$ cat src/rtl/hazard_sched_ctrl.sv
// Hazard controller for the 5-stage core: EX forwarding, load-use and mult/div stalls, redirect flush, and mult/div sequencing.
// Optional HAZARD_PERF_EN adds the stall_cycles / flush_count performance counters.
module hazard_sched_ctrl #(
  parameter int REG_ADDR_W = 5,
  parameter int MD_LATENCY = 4
) (
  input  logic                  clk,
  input  logic                  rst_n,
  input  logic [REG_ADDR_W-1:0] id_rs,
  input  logic [REG_ADDR_W-1:0] id_rt,
  input  logic                  id_uses_rs,
  input  logic                  id_uses_rt,
  input  logic                  id_md_req,
  input  logic [REG_ADDR_W-1:0] ex_rs,
  input  logic [REG_ADDR_W-1:0] ex_rt,
  input  logic [REG_ADDR_W-1:0] ex_rd,
  input  logic                  ex_reg_write,
  input  logic                  ex_mem_read,
  input  logic                  ex_md_op,
  input  logic                  ex_redirect,
  input  logic [REG_ADDR_W-1:0] mem_rd,
  input  logic                  mem_reg_write,
  input  logic                  mem_mem_read,
  input  logic [REG_ADDR_W-1:0] wb_rd,
  input  logic                  wb_reg_write,
  output logic [1:0]            fwd_a,
  output logic [1:0]            fwd_b,
  output logic                  pc_write_en,
  output logic                  ifid_write_en,
  output logic                  ifid_flush,
  output logic                  idex_bubble,
  output logic                  md_start,
  output logic                  md_busy,
  output logic                  md_done
`ifdef HAZARD_PERF_EN
  ,
  output logic [31:0]           stall_cycles,
  output logic [31:0]           flush_count
`endif
);

  typedef enum logic [1:0] {
    MD_IDLE = 2'd0,
    MD_BUSY = 2'd1,
    MD_DONE = 2'd2
  } md_state_t;

  localparam logic [3:0] MD_LOAD = 4'(MD_LATENCY - 1);

  md_state_t  md_state, md_state_n;
  logic [3:0] md_cnt, md_cnt_n;
  logic       md_accept;
  logic       load_use;
  logic       md_stall;

  always_ff @(posedge clk) begin
    if (!rst_n) begin
      md_state <= MD_IDLE;
      md_cnt   <= '0;
    end else begin
      md_state <= md_state_n;
      md_cnt   <= md_cnt_n;
    end
  end

  // Handshake: md_start is a one-cycle request taken only from IDLE or DONE; md_done is the one-cycle completion pulse.
  always_comb begin
    md_state_n = md_state;
    md_cnt_n   = md_cnt;
    md_accept  = 1'b0;
    case (md_state)
      MD_IDLE, MD_DONE: begin
        md_state_n = MD_IDLE;
        if (ex_md_op) begin
          md_accept  = 1'b1;
          md_state_n = MD_BUSY;
          md_cnt_n   = MD_LOAD;
        end
      end
      MD_BUSY: begin
        if (md_cnt == 4'd0) md_state_n = MD_DONE;
        else                md_cnt_n   = md_cnt - 4'd1;
      end
      default: md_state_n = MD_IDLE;
    endcase
  end

  assign md_busy = (md_state == MD_BUSY);
  assign md_done = (md_state == MD_DONE);

  function automatic logic [1:0] fwd_sel(input logic [REG_ADDR_W-1:0] src);
    if (mem_reg_write && !mem_mem_read && (mem_rd == src)) return 2'b10;
    else if (wb_reg_write && (wb_rd == src))               return 2'b01;
    else                                                    return 2'b00;
  endfunction

  assign load_use = ex_mem_read && ex_reg_write &&
                    ((id_uses_rs && (id_rs == ex_rd)) || (id_uses_rt && (id_rt == ex_rd)));
  assign md_stall = id_md_req && (md_state == MD_BUSY);

  always_comb begin
    fwd_a         = fwd_sel(ex_rs);
    fwd_b         = fwd_sel(ex_rt);
    pc_write_en   = 1'b1;
    ifid_write_en = 1'b1;
    ifid_flush    = 1'b0;
    idex_bubble   = 1'b0;
    md_start      = md_accept;
    if (load_use || md_stall) begin
      pc_write_en   = 1'b0;
      ifid_write_en = 1'b0;
      idex_bubble   = 1'b1;
    end
    // The stalled ID instruction is killed by the redirect, so the redirect wins.
    if (ex_redirect) begin
      pc_write_en   = 1'b1;
      ifid_write_en = 1'b1;
      ifid_flush    = 1'b1;
      idex_bubble   = 1'b1;
    end
    if (!rst_n) begin
      fwd_a         = 2'b00;
      fwd_b         = 2'b00;
      pc_write_en   = 1'b0;
      ifid_write_en = 1'b0;
      ifid_flush    = 1'b1;
      idex_bubble   = 1'b1;
      md_start      = 1'b0;
    end
  end

`ifdef HAZARD_PERF_EN
  always_ff @(posedge clk) begin
    if (!rst_n) begin
      stall_cycles <= '0;
      flush_count  <= '0;
    end else begin
      if (!pc_write_en) stall_cycles <= stall_cycles + 32'd1;
      if (ex_redirect)  flush_count  <= flush_count + 32'd1;
    end
  end
`endif

`ifndef SYNTHESIS
  md_op_while_busy: assert property (@(posedge clk) disable iff (!rst_n)
    !(md_state == MD_BUSY && ex_md_op))
    else $error("ex_md_op asserted while mult/div unit is busy");
`endif

endmodule

$ cat config.mk
export PLATFORM = sky130hd
export DESIGN_NAME = hazard_sched_ctrl
export DESIGN_NICKNAME = d
export VERILOG_FILES = /design/src/rtl/hazard_sched_ctrl.sv
export SDC_FILE = /design/constraint.sdc
export NUM_CORES = 1
export LEC_CHECK = 0
export ABC_AREA = 1
export CAP_MARGIN = 20
export CORE_MARGIN = 1.5
export CORE_UTILIZATION = 32
export CTS_CLUSTER_DIAMETER = 30
export DETAILED_ROUTE_END_ITERATION = 8
export GPL_TIMING_DRIVEN = 0
export PLACE_DENSITY = 0.77
export SYNTH_ARGS = -nofsm -noshare
export SYNTH_HDL_FRONTEND = slang
export SYNTH_SLANG_ARGS = --single-unit
$ cat constraint.sdc
create_clock -name clk -period 1.3 [get_ports clk]
set_clock_uncertainty 0.2 [all_clocks]
set_input_delay 0.26 -clock clk [delete_from_list [all_inputs] [get_ports clk]]
set_output_delay 0.26 -clock clk [all_outputs]
set_load 0.05 [all_outputs]
# Yosys cells after proc, flatten, opt, wreduce, memory -nomap -nowiden
# Index checks and enable logic that the tools add are counted.
dict set report classes {
  addsub 1
  mul 0
  n_div 0
  n_lt_le_gt_ge 0
  n_eq_ne 11
  shift 0
  mux 23
  bitwise_logic 0
  n_reduce_logical 18
}
# operator count
set op_table {}
lappend op_table {{5-bit equality test} 6}
lappend op_table {{1-bit two-way mux} 14}
lappend op_table {{1-bit logical AND} 10}
lappend op_table {{2-bit two-way mux} 5}
lappend op_table {{4-bit two-way mux} 2}
lappend op_table {{4-bit one-hot mux with 2 select lines} 1}
lappend op_table {{4-bit zero test} 1}
lappend op_table {{2-bit inequality test (second input constant)} 2}
lappend op_table {{2-bit one-hot mux with 2 select lines} 1}
lappend op_table {{4-bit by 1-bit subtractor with 4-bit output (second input constant)} 1}
lappend op_table {{3-bit AND reduction} 1}
lappend op_table {{2-bit by 1-bit equality test with 1-bit output (second input constant)} 1}
lappend op_table {{2-bit equality test (second input constant)} 1}
lappend op_table {{2-bit zero test} 1}
lappend op_table {{1-bit logical OR} 2}
lappend op_table {{2-bit by 1-bit inequality test with 1-bit output (second input constant)} 1}
lappend op_table {{2-bit nonzero test} 1}
lappend op_table {{2-bit OR reduction} 1}
lappend op_table {{1-bit zero test} 1}
dict set report totals {
  reg_bits 6
  latchBits 0
  ramBits 0
  rom_bits 0
  input_bits 47
  out_inout_bits 11
  wordCells 55
  n_memories 0
}

# Logic depth before layout (Yosys ltp)
dict set report logic_depth {
  word_depth 8
  mapped_depth 10
  ltp_nobuf 9
}

# Worst setup path after synthesis
# No wires, ideal clock.
dict set report synth_path {
  path_kind {input port to output port}
  from {input mem_mem_read}
  to {output fwd_a[1]}
  t_arrival_ns 2.045
  slack_ns -1.205
  cell_stages 5
  n_path_buf 0
  cell_sequence {inv_1 -> nand2_1 -> nor2_1 -> o2111ai_1 -> nor4_1}
}
dict set report synth_between {
  elab_chain_cells 5
}
# item line_no
set synth_lines {}
lappend synth_lines {{start, declared} 23} ;# input logic mem_mem_read,
lappend synth_lines {{1-bit zero test} 92} ;# if (mem_reg_write && !mem_mem_read && (mem_rd == src)) return 2'b10;
lappend synth_lines {{1-bit logical AND (2 in a row)} 92}
lappend synth_lines {{2-bit two-way mux} 92}
lappend synth_lines {{2-bit two-way mux} 121} ;# if (!rst_n) begin
lappend synth_lines {{end, declared} 26} ;# output logic [1:0] fwd_a,
# No other way between the ends.

# Worst setup path in the final report
dict set report layout_path {
  from {input id_rs[4]}
  to {output pc_write_en}
}
dict set report layout_between {
  elab_chain_cells 8
}
# item line_no
set layout_lines {}
lappend layout_lines {{start, declared} 9} ;# input logic [REG_ADDR_W-1:0] id_rs,
lappend layout_lines {{5-bit equality test} 98} ;# ((id_uses_rs && (id_rs == ex_rd)) || (id_uses_rt && (id_rt == ex_rd)));
lappend layout_lines {{1-bit logical AND} 98}
lappend layout_lines {{1-bit logical OR} 98}
lappend layout_lines {{1-bit logical AND} 97} ;# assign load_use = ex_mem_read && ex_reg_write &&
lappend layout_lines {{1-bit logical OR} 109} ;# if (load_use || md_stall) begin
lappend layout_lines {{1-bit two-way mux} 109}
lappend layout_lines {{1-bit two-way mux} 115} ;# if (ex_redirect) begin
lappend layout_lines {{1-bit two-way mux} 121}
lappend layout_lines {{end, declared} 28} ;# output logic pc_write_en,
# No other way between the ends.

==> results_dict.tcl <==
set metrics [dict create \
    clk_root_buffer_cell "clkbuf_4" \
    drc 0 \
    vias 1197 \
    place.gp.congestion 0.792 \
    cts.sinks 6 \
    synthFlopType "dfxtp_1" \
    dpl.hpwl_um 2290 \
    top_layer_used "met3" \
    cp_max_fo 2 \
    ff2ff_setup_slack_ns -0.04 \
    r2r_cells 8 \
    clkPwrFrac_pct 14.8 \
    hold_buffers 0 \
    yosysMostFrequentCell "nand2_1" \
    whs_path_depth 3 \
    avgRoutedWirePerCell_um 12.7 \
    grt_pass1_wl_um 4570 \
    synth_xor_area_share_pct 14.7 \
    timing.rr.start "md_state[0]" \
    synth_top_cell_area_share_pct 19.8 \
    holdWs_ns 0.133 \
    p_int_mw 0.668 \
    yosysWarnings 0 \
    synth-edff-count 0 \
    pwr-share-comb_pct 65.6 \
    io_buffers 57 \
    viasPerCell 4.77 \
    synthMuxAreaShare_pct 0 \
    netSwitchingFraction_pct 41.0 \
    synth_fa_ha_area_share_pct 3.00 \
    status "finished with violations" \
    synth_compound_area_share_pct 12.1 \
    core_um2 2480 \
    met1_length_um 1200 \
    pwr_density_cell_nw_per_um2 575 \
    grt_max_degree 8 \
    die_height_um 54.1 \
    syn_area_per_cell_um2 5.60 \
    wl_met2_um 1760 \
    tightestPinTransition_ns 0.325 \
    grt.total_usage_pct 21.0 \
    area_delta_synth_final_pct 136 \
    die_w_um 54.1 \
    period_needed_ns 1.70 \
    grt_pass1_vias 1162 \
    synth_top_family_by_area "simple AND/OR/NAND/NOR gates" \
    wl_um 3180 \
    r2r-end "md_cnt[2]" \
    ant_nets 0 \
    final_cells 251 \
    htree_levels 1 \
    worst_slack_ns -0.402 \
    slew_headroom_pct 78.3 \
    ys_top_cells_by_count "nand2_1 (44), inv_1 (24), nor2_1 (19)" \
    synth-seq-cells 6 \
    yosysTopAreaCell "nand2_1" \
    p_switching_mw 0.464 \
    setup_violations 15 \
    timing.fmax_mhz 587 \
    drtIter0Drc 11 \
    netlist_instances 149 \
    cp.arrival_ns 1.24 \
    synth-simple-area-share_pct 40.9 \
    rsz0062_at_grt "true" \
    top_level_ports 58 \
    required_ns 0.84 \
    hold_path_end "md_cnt[1]" \
    start_util_pct 33.7 \
    placementRows 18 \
    antenna_found_initial 0 \
    die_area_um2 2920 \
    synth.area.top_cells "nand2_1 (20%), dfxtp_1 (14%), inv_1 (11%), nor2_1 (8.5%), xnor2_1 (7.3%)" \
    startpoint_type "input port" \
    clk_pin_slew_ns 0.04 \
    cts_tree "yes" \
    synth_nets 198 \
    hold_start "rst_n" \
    dp.cells 236 \
    cap_violations 0 \
    p_seq_share_pct 19.6 \
    finalHoldViolations 0 \
    ir_drop_uv 1080 \
    wl_met3_um 221 \
    dr.pass1.iters 2 \
    fin_nets 272 \
    hp-class "in2reg" \
    drive_above_1_share_pct 70.6 \
    numCtsBuffers 3 \
    yosysUniqueCellTypes 27 \
    cts_buffer_depth 2 \
    period_share_pct 131 \
    violations "setup timing" \
    netlist_area_um2 835 \
    critical_path_class "in2out" \
    synth_seq_area_share_pct 14.4 \
    synthArstFlopShare_pct 0 \
    report.final.slew_viol_count 0 \
    antenna_cells 0 \
    overflow 0 \
    p_leak_nw 0.928 \
    end_kind "output port" \
    clock_latency_ns 0.24 \
]
-- kinds of logic (layout without fill, tap and decap cells) --
kind of cell             count (synthesis)  count (layout)
flip-flops                               6               6
buffers and inverters                   32             104
AO/OA/AOI/OAI                           15              15
adder cells (fa/ha/maj)                  2               2
AND/OR/NAND/NOR                         80              80
XOR/XNOR                                14              14
-- how the worst max path moves through the flow --
stage	slack, ns	endpoint	depth (start not counted)	start
after floorplan	-0.41	pc_write_en	10	id_rt[4]
after global placement	-1.57	pc_write_en	11	ex_rd[4]
after detailed placement	-1.58	pc_write_en	11	ex_rd[4]
after CTS	-0.39	pc_write_en	7	md_state[0]
after global routing	-0.46	pc_write_en	10	id_uses_rt
final	-0.40	pc_write_en	12	id_rs[4]
-- area by class of cell --
cell class | instances | area (µm²)
clock buffer | 3 | 22.5
tap | 30 | 37.5
fill | 171 | 508
timing repair buffer | 69 | 666
multi-input combinational | 111 | 916
inverter | 31 | 189
buffer | 1 | 11.3
sequential | 6 | 128
-- worst max-delay path, cell delays in order --
cell     delay (ns)
buf_2          0.11
inv_2          0.04
nand2_2        0.04
nand2_1        0.08
nor2_2         0.04
nand3_1        0.07
nand2_2        0.06
nand2_2        0.07
nand2_2        0.06
a21oi_4        0.15
buf_6          0.11
buf_8          0.13
-- per-stage QoR --
stage / utilization, % / total power [mW] / setup WS (ns) / cell area [µm²] / setup TNS, ns
2_1_floorplan: - / 0.525 / -0.411 / 1050 / -2.79
3_3_place_gp: 66.8 / 0.772 / -1.57 / 1650 / -14.83
3_5_place_dp: 66.8 / 0.787 / -1.58 / 1650 / -15.07
4_1_cts: 72.0 / 1.05 / -0.391 / 1780 / -2.97
5_1_grt: 79.5 / 1.20 / -0.460 / 1970 / -3.81
6_report: 79.5 / 1.13 / -0.402 / 1970 / -3.06
-- timing repair --
| item | CTS | global route |
|---|---|---|
| cloned | 0 | 0 |
| endpoints found under the setup margin | 17 | 15 |
| setup buffers | 10 | 2 |
| gates resized for setup | 294 | 53 |
| pin swaps | 50 | 31 |
-- registers in the layout, summed over array words and instances, names as in the netlist --
name and flops:
md_state 2, md_cnt 4
-- cell usage in the layout (no fill, tap or decap), types with 4 or more instances in the layout --
| master | Yosys | layout |
|---|---|---|
| buf_4 | 1 | 14 |
| nand2_1 | 44 | 18 |
| nand2_4 | 0 | 4 |
| nor2_4 | 1 | 5 |
| buf_2 | 0 | 14 |
| nand2_2 | 1 | 22 |
| buf_6 | 0 | 21 |
| xor2_1 | 7 | 6 |
| nor2_1 | 19 | 9 |
| buf_8 | 0 | 8 |
| inv_1 | 24 | 5 |
| inv_2 | 7 | 17 |
| inv_8 | 0 | 6 |
| nor2_2 | 0 | 6 |
-- power by group through the flow --
stage | Sequential (mW) | Clock [mW] | Combinational [mW]
final | 0.222 | 0.167 | 0.743
after global routing | 0.224 | 0.190 | 0.790
after detailed placement | 0.222 | 0 | 0.565
after floorplan | 0.219 | 0 | 0.306
after CTS | 0.221 | 0.175 | 0.652
after global placement | 0.221 | 0 | 0.552
-- routing by layer --
layer / GRT usage (%) / up-vias
met5: 0 / -
met4: 2.50 / 0
met3: 4.17 / 0
met2: 42.7 / 34
met1: 22.5 / 556
li1: - / 607
(Power assumes the default switching activity.)
